### src/rtl/uart_tx_queue.sv
// Transmit byte queue feeding the UART: buffers CPU writes and hands them to
// the transmitter one at a time. A byte is popped only after busy_flag shows
// the transmitter accepted it.
module uart_tx_queue #(
  parameter int unsigned DEPTH          = 16,
  parameter int unsigned PTR_W          = 4,
  parameter int unsigned ACCEPT_TIMEOUT = 4
) (
  input  logic             clk,
  input  logic             reset,
  input  logic             wr_en,
  input  logic [7:0]       wr_data,
  input  logic             flush,
  input  logic             clr_ovf,
  input  logic             tx_en,
  input  logic             busy_flag,
  output logic             begin_flag,
  output logic [7:0]       tx_data,
  output logic             full,
  output logic             empty,
  output logic [PTR_W:0]   count,
  output logic             overflow
);

  localparam int unsigned CNT_W = PTR_W + 1;
  localparam int unsigned TMR_W = (ACCEPT_TIMEOUT < 2) ? 1 : $clog2(ACCEPT_TIMEOUT);

  typedef enum logic [1:0] {
    IDLE      = 2'd0,
    WAIT_BUSY = 2'd1,
    WAIT_DONE = 2'd2
  } state_e;

  state_e             state_q, state_d;
  logic [7:0]         mem_q [DEPTH];
  logic [7:0]         mem_d [DEPTH];
  logic [PTR_W-1:0]   wr_ptr_q, wr_ptr_d;
  logic [PTR_W-1:0]   rd_ptr_q, rd_ptr_d;
  logic [CNT_W-1:0]   count_q, count_d;
  logic [TMR_W-1:0]   timer_q, timer_d;
  logic               begin_q, begin_d;
  logic               overflow_q, overflow_d;
  logic               full_w, empty_w;
  logic               push, pop;

  assign full_w     = (count_q == CNT_W'(DEPTH));
  assign empty_w    = (count_q == '0);
  assign full       = full_w;
  assign empty      = empty_w;
  assign count      = count_q;
  assign overflow   = overflow_q;
  assign begin_flag = begin_q;
  assign tx_data    = empty_w ? 8'h00 : mem_q[rd_ptr_q];

  // Handshake FSM, FIFO pointer/count bookkeeping and overflow flag.
  always_comb begin
    state_d    = state_q;
    mem_d      = mem_q;
    wr_ptr_d   = wr_ptr_q;
    rd_ptr_d   = rd_ptr_q;
    count_d    = count_q;
    timer_d    = timer_q;
    begin_d    = 1'b0;
    overflow_d = overflow_q;
    pop        = 1'b0;
    push       = wr_en && !full_w && !flush;

    case (state_q)
      IDLE: begin
        if (!empty_w && tx_en && !busy_flag && !flush) begin
          begin_d = 1'b1;
          timer_d = '0;
          state_d = WAIT_BUSY;
        end
      end
      WAIT_BUSY: begin
        if (flush) begin
          state_d = IDLE;
        end else if (busy_flag) begin
          pop     = 1'b1;
          state_d = WAIT_DONE;
        end else if (timer_q == TMR_W'(ACCEPT_TIMEOUT - 1)) begin
          // Strobe was missed; fall back so the same head byte is re-issued.
          state_d = IDLE;
        end else begin
          timer_d = timer_q + TMR_W'(1);
        end
      end
      WAIT_DONE: begin
        // An in-flight byte is already popped, so flush does not disturb it.
        if (!busy_flag) begin
          state_d = IDLE;
        end
      end
      default: state_d = IDLE;
    endcase

    if (flush) begin
      wr_ptr_d = '0;
      rd_ptr_d = '0;
      count_d  = '0;
    end else begin
      if (push) begin
        mem_d[wr_ptr_q] = wr_data;
        wr_ptr_d        = wr_ptr_q + PTR_W'(1);
      end
      if (pop) begin
        rd_ptr_d = rd_ptr_q + PTR_W'(1);
      end
      case ({push, pop})
        2'b10:   count_d = count_q + CNT_W'(1);
        2'b01:   count_d = count_q - CNT_W'(1);
        default: count_d = count_q;
      endcase
    end

    // Dropped write wins over a simultaneous clear.
    if (wr_en && full_w) begin
      overflow_d = 1'b1;
    end else if (clr_ovf) begin
      overflow_d = 1'b0;
    end
  end

  // Control state registers with asynchronous reset.
  always_ff @(posedge clk or posedge reset) begin
    if (reset) begin
      state_q    <= IDLE;
      wr_ptr_q   <= '0;
      rd_ptr_q   <= '0;
      count_q    <= '0;
      timer_q    <= '0;
      begin_q    <= 1'b0;
      overflow_q <= 1'b0;
    end else begin
      state_q    <= state_d;
      wr_ptr_q   <= wr_ptr_d;
      rd_ptr_q   <= rd_ptr_d;
      count_q    <= count_d;
      timer_q    <= timer_d;
      begin_q    <= begin_d;
      overflow_q <= overflow_d;
    end
  end

  // Queue storage; contents are don't-care while empty, so no reset.
  always_ff @(posedge clk) begin
    mem_q <= mem_d;
  end

endmodule

### config.mk
export PLATFORM = sky130hd
export DESIGN_NAME = uart_tx_queue
export DESIGN_NICKNAME = d
export VERILOG_FILES = /design/src/rtl/uart_tx_queue.sv
export SDC_FILE = /design/constraint.sdc
export NUM_CORES = 1
export LEC_CHECK = 0
export BUFFER_PORTS_ARGS = -buffer_cell sky130_fd_sc_hd__buf_2
export CORE_UTILIZATION = 40
export CTS_CLUSTER_SIZE = 12
export DETAILED_ROUTE_END_ITERATION = 16
export PLACE_DENSITY = 0.66
export SLEW_MARGIN = 20
export SYNTH_ARGS = -nofsm -noshare
export SYNTH_HDL_FRONTEND = slang
export SYNTH_SLANG_ARGS = --single-unit
### constraint.sdc
create_clock -name clk -period 3.5 [get_ports clk]
set_input_delay 0.35 -clock clk [delete_from_list [all_inputs] [get_ports clk]]
set_output_delay 0.35 -clock clk [all_outputs]
set_load 0.03 [all_outputs]
==> flow_metrics.tcl <==
set metrics [dict create \
    arrival_ps 2690 \
    tns_ps 0 \
    cts.sinks 147 \
    syn_nets 357 \
    drive_above_1_share 0.303 \
    via_per_inst 5.40 \
    fin_skew_ps 5.19 \
    grt_max_degree 34 \
    slowest_stage "dfrtp_2" \
    die_x_um 126 \
    combPwrFrac 0.065 \
    place.gp.congestion 0.752 \
    drv_cap 0 \
    cts_buffer_depth 2 \
    dr.pass1.iters 5 \
    finalSetupViolCount 0 \
    htree_levels 4 \
    avgSynthCellArea_um2 18.4 \
    ys_types 44 \
    drt_iter0_markers 266 \
    relSlewSlack 0.351 \
    finalHoldViolations 0 \
    critPathMaxStageDelay_ps 590 \
    synth_area_mm2 0.00614 \
    startpoint_type "flop" \
    yosysWarnings 0 \
    slew_viol_final 0 \
    grt_antenna_before_repair 0 \
    wl_per_cell_um 20.6 \
    rrSetupSlack_ps 690 \
    n_antenna_cell 0 \
    grt_use_met1 0.220 \
    critical_path.most_common_cell "mux4_2" \
    ctsResizeCount 0 \
    vias 3097 \
    postRouteAntennaNets 0 \
    start_util 0.416 \
    min_period_ps 3040 \
    cts_root_buf "clkbuf_16" \
    synth_edf_count 128 \
    grt-busiest-layer "met2" \
    cts_buffers 17 \
    required_ps 3150 \
    intPower_uw 3150 \
    core_mm2 0.0148 \
    area_delta_synth_final_pct 15.8 \
    layout.nets 400 \
    ys_seq_area_frac 0.703 \
    synthCells 334 \
    fin_crit_sh 0.869 \
    cp-end-kind "primary output" \
    grt-ovfl-total 0 \
    clock.fmax_mhz 329 \
    ios 32 \
    grtUsageMet3 0.0459 \
    hold_buffers 0 \
    grt_use_met2 0.253 \
    drc 0 \
    final_area_mm2 0.00711 \
    path_clk_slew_ps 60 \
    cp_max_fo 26 \
    critPathBufInv 2 \
    outcome "completed" \
    hpwl_um 7490 \
    grt_pass1_wl_um 18300 \
    crit_chain "buf_12, mux4_2, mux4_2, nor2b_1, buf_2" \
    cts_tree "built" \
    grt_pass1_vias 3108 \
    numPortBuffers 31 \
    switching_share 0.217 \
    ys.flop_type "edfxtp_1" \
    p_leak_uw 0.00238 \
    post_cts_buffers 0 \
    multi_input_area_mm2 0.00168 \
    power.clock.fraction 0.448 \
    track_usage 0.162 \
    finalWirelength_um 11800 \
    min_path_type "input pin to asynchronous set/reset pin" \
    clkLatencyLatePin_ps 420 \
    synth_seq_cells 147 \
    criticalPathCategory "flop to primary output" \
    fillCellCount 1206 \
    p_seq_frac 0.487 \
    path_delay_family "multiplexers" \
    die_y_um 126 \
    die_area_mm2 0.0158 \
    p_switching_uw 871 \
    placed_cell_area_mm2 0.00652 \
    row_count 44 \
    tightest_slew_ps 969 \
    synthArstFlopShare 0.129 \
    seq_area_mm2 0.00432 \
    p_per_area_mw_per_mm2 565 \
    rsz0062_at_grt "false" \
    vdd_drop_max_v 0.000355 \
]
## through the flow
stage           util  total power [uW]  hold slack (ps)  setup slack, ps  instances
2_1_floorplan      -              2170              301              626        334
3_3_place_gp   0.442              2250              505              797        542
3_5_place_dp   0.442              2260              509              704        542
4_1_cts        0.482              4060             81.4              400        574
5_1_grt        0.482              4140              128              328        574
6_report       0.482              4020             52.1              460        574
## placed cells by master (no fill, tap or decap), types with 5 or more instances in the layout
cell,n
edfxtp_1,128
mux4_2,40
buf_2,31
nor2_1,30
dfrtp_1,18
clkbuf_16,17
nand2_1,13
nor2b_1,11
buf_4,10
inv_1,9
ha_1,8
nor3_1,7
xnor2_1,5
## power groups by stage
stage / clock (uW) / combinational (uW) / sequential, uW
after global routing: 1900 / 283 / 1960
final: 1800 / 261 / 1960
after CTS: 1830 / 265 / 1960
after floorplan: 0 / 171 / 2000
after detailed placement: 0 / 264 / 1990
after global placement: 0 / 259 / 1990
## worst reg2reg max path, delay by kind of cell (launching register included)
kind                     cells  cell delay (ps)
adder cells (fa/ha/maj)      1              250
flip-flops                   1              470
AND/OR/NAND/NOR              4              970
XOR/XNOR                     1              170
AO/OA/AOI/OAI                4              860
## kinds of logic (layout without fill, tap and decap cells)
logic type | count (synthesis) | in the layout | share of synthesized area
buffers and inverters | 27 | 83 | 0.0226
AND/OR/NAND/NOR | 82 | 82 | 0.0709
AO/OA/AOI/OAI | 17 | 17 | 0.0196
flip-flops | 147 | 147 | 0.703
adder cells (fa/ha/maj) | 8 | 8 | 0.0163
multiplexers | 44 | 44 | 0.154
XOR/XNOR | 9 | 9 | 0.0128
## path summary, 6_finish.rpt
check                            start     endpoint  cells after the start
max in group asynchronous        reset  rd_ptr_q[0]                      2
setup reg to reg              count[1]     count[4]                     10
hold reg to reg             timer_q[1]   timer_q[1]                      1
min in group clk               clr_ovf     overflow                      2
setup / recovery           rd_ptr_q[0]   tx_data[6]                      5
hold / removal                   reset   timer_q[0]                      2
## sequential cells by signal (all words and copies together), names as in the netlist
| signal | cells |
|---|---|
| mem_q | 128 |
| count | 5 |
| rd_ptr_q | 4 |
| wr_ptr_q | 4 |
| state_q | 2 |
| timer_q | 2 |
| begin_flag | 1 |
| overflow | 1 |
## metal layers
layer / up-vias / part of all wire
met5: - / 0
met4: 0 / 0.012
met3: 17 / 0.066
met2: 93 / 0.49
met1: 1586 / 0.43
li1: 1401 / -
## cells in the mapped netlist, types with 3 or more instances
library cell / count / area share
mux4_2: 40 / 0.15
nor2b_1: 11 / 0.011
nand2b_1: 3 / 0.0031
nand2_1: 13 / 0.0079
nor3_1: 7 / 0.0057
buf_1: 3 / 0.0018
edfxtp_1: 128 / 0.63
xor2_1: 4 / 0.0057
dfrtp_1: 19 / 0.077
ha_1: 8 / 0.016
nor4_1: 4 / 0.0041
buf_2: 3 / 0.0024
buf_6: 4 / 0.0073
a21oi_1: 3 / 0.0024
o21ai_0: 3 / 0.0024
inv_1: 9 / 0.0055
xnor2_1: 5 / 0.0071
clkbuf_1: 7 / 0.0043
nor2_1: 30 / 0.018
## layout make-up
class	instances	share of cell area
inverters	9	0.00475
clock buffers	20	0.0614
well taps	184	0.0324
clock inverters	12	0.0218
multi-input cells	160	0.237
repair buffers	42	0.0352
flip-flops and latches	147	0.608
No activity file was read; power rests on OpenSTA's default activity.
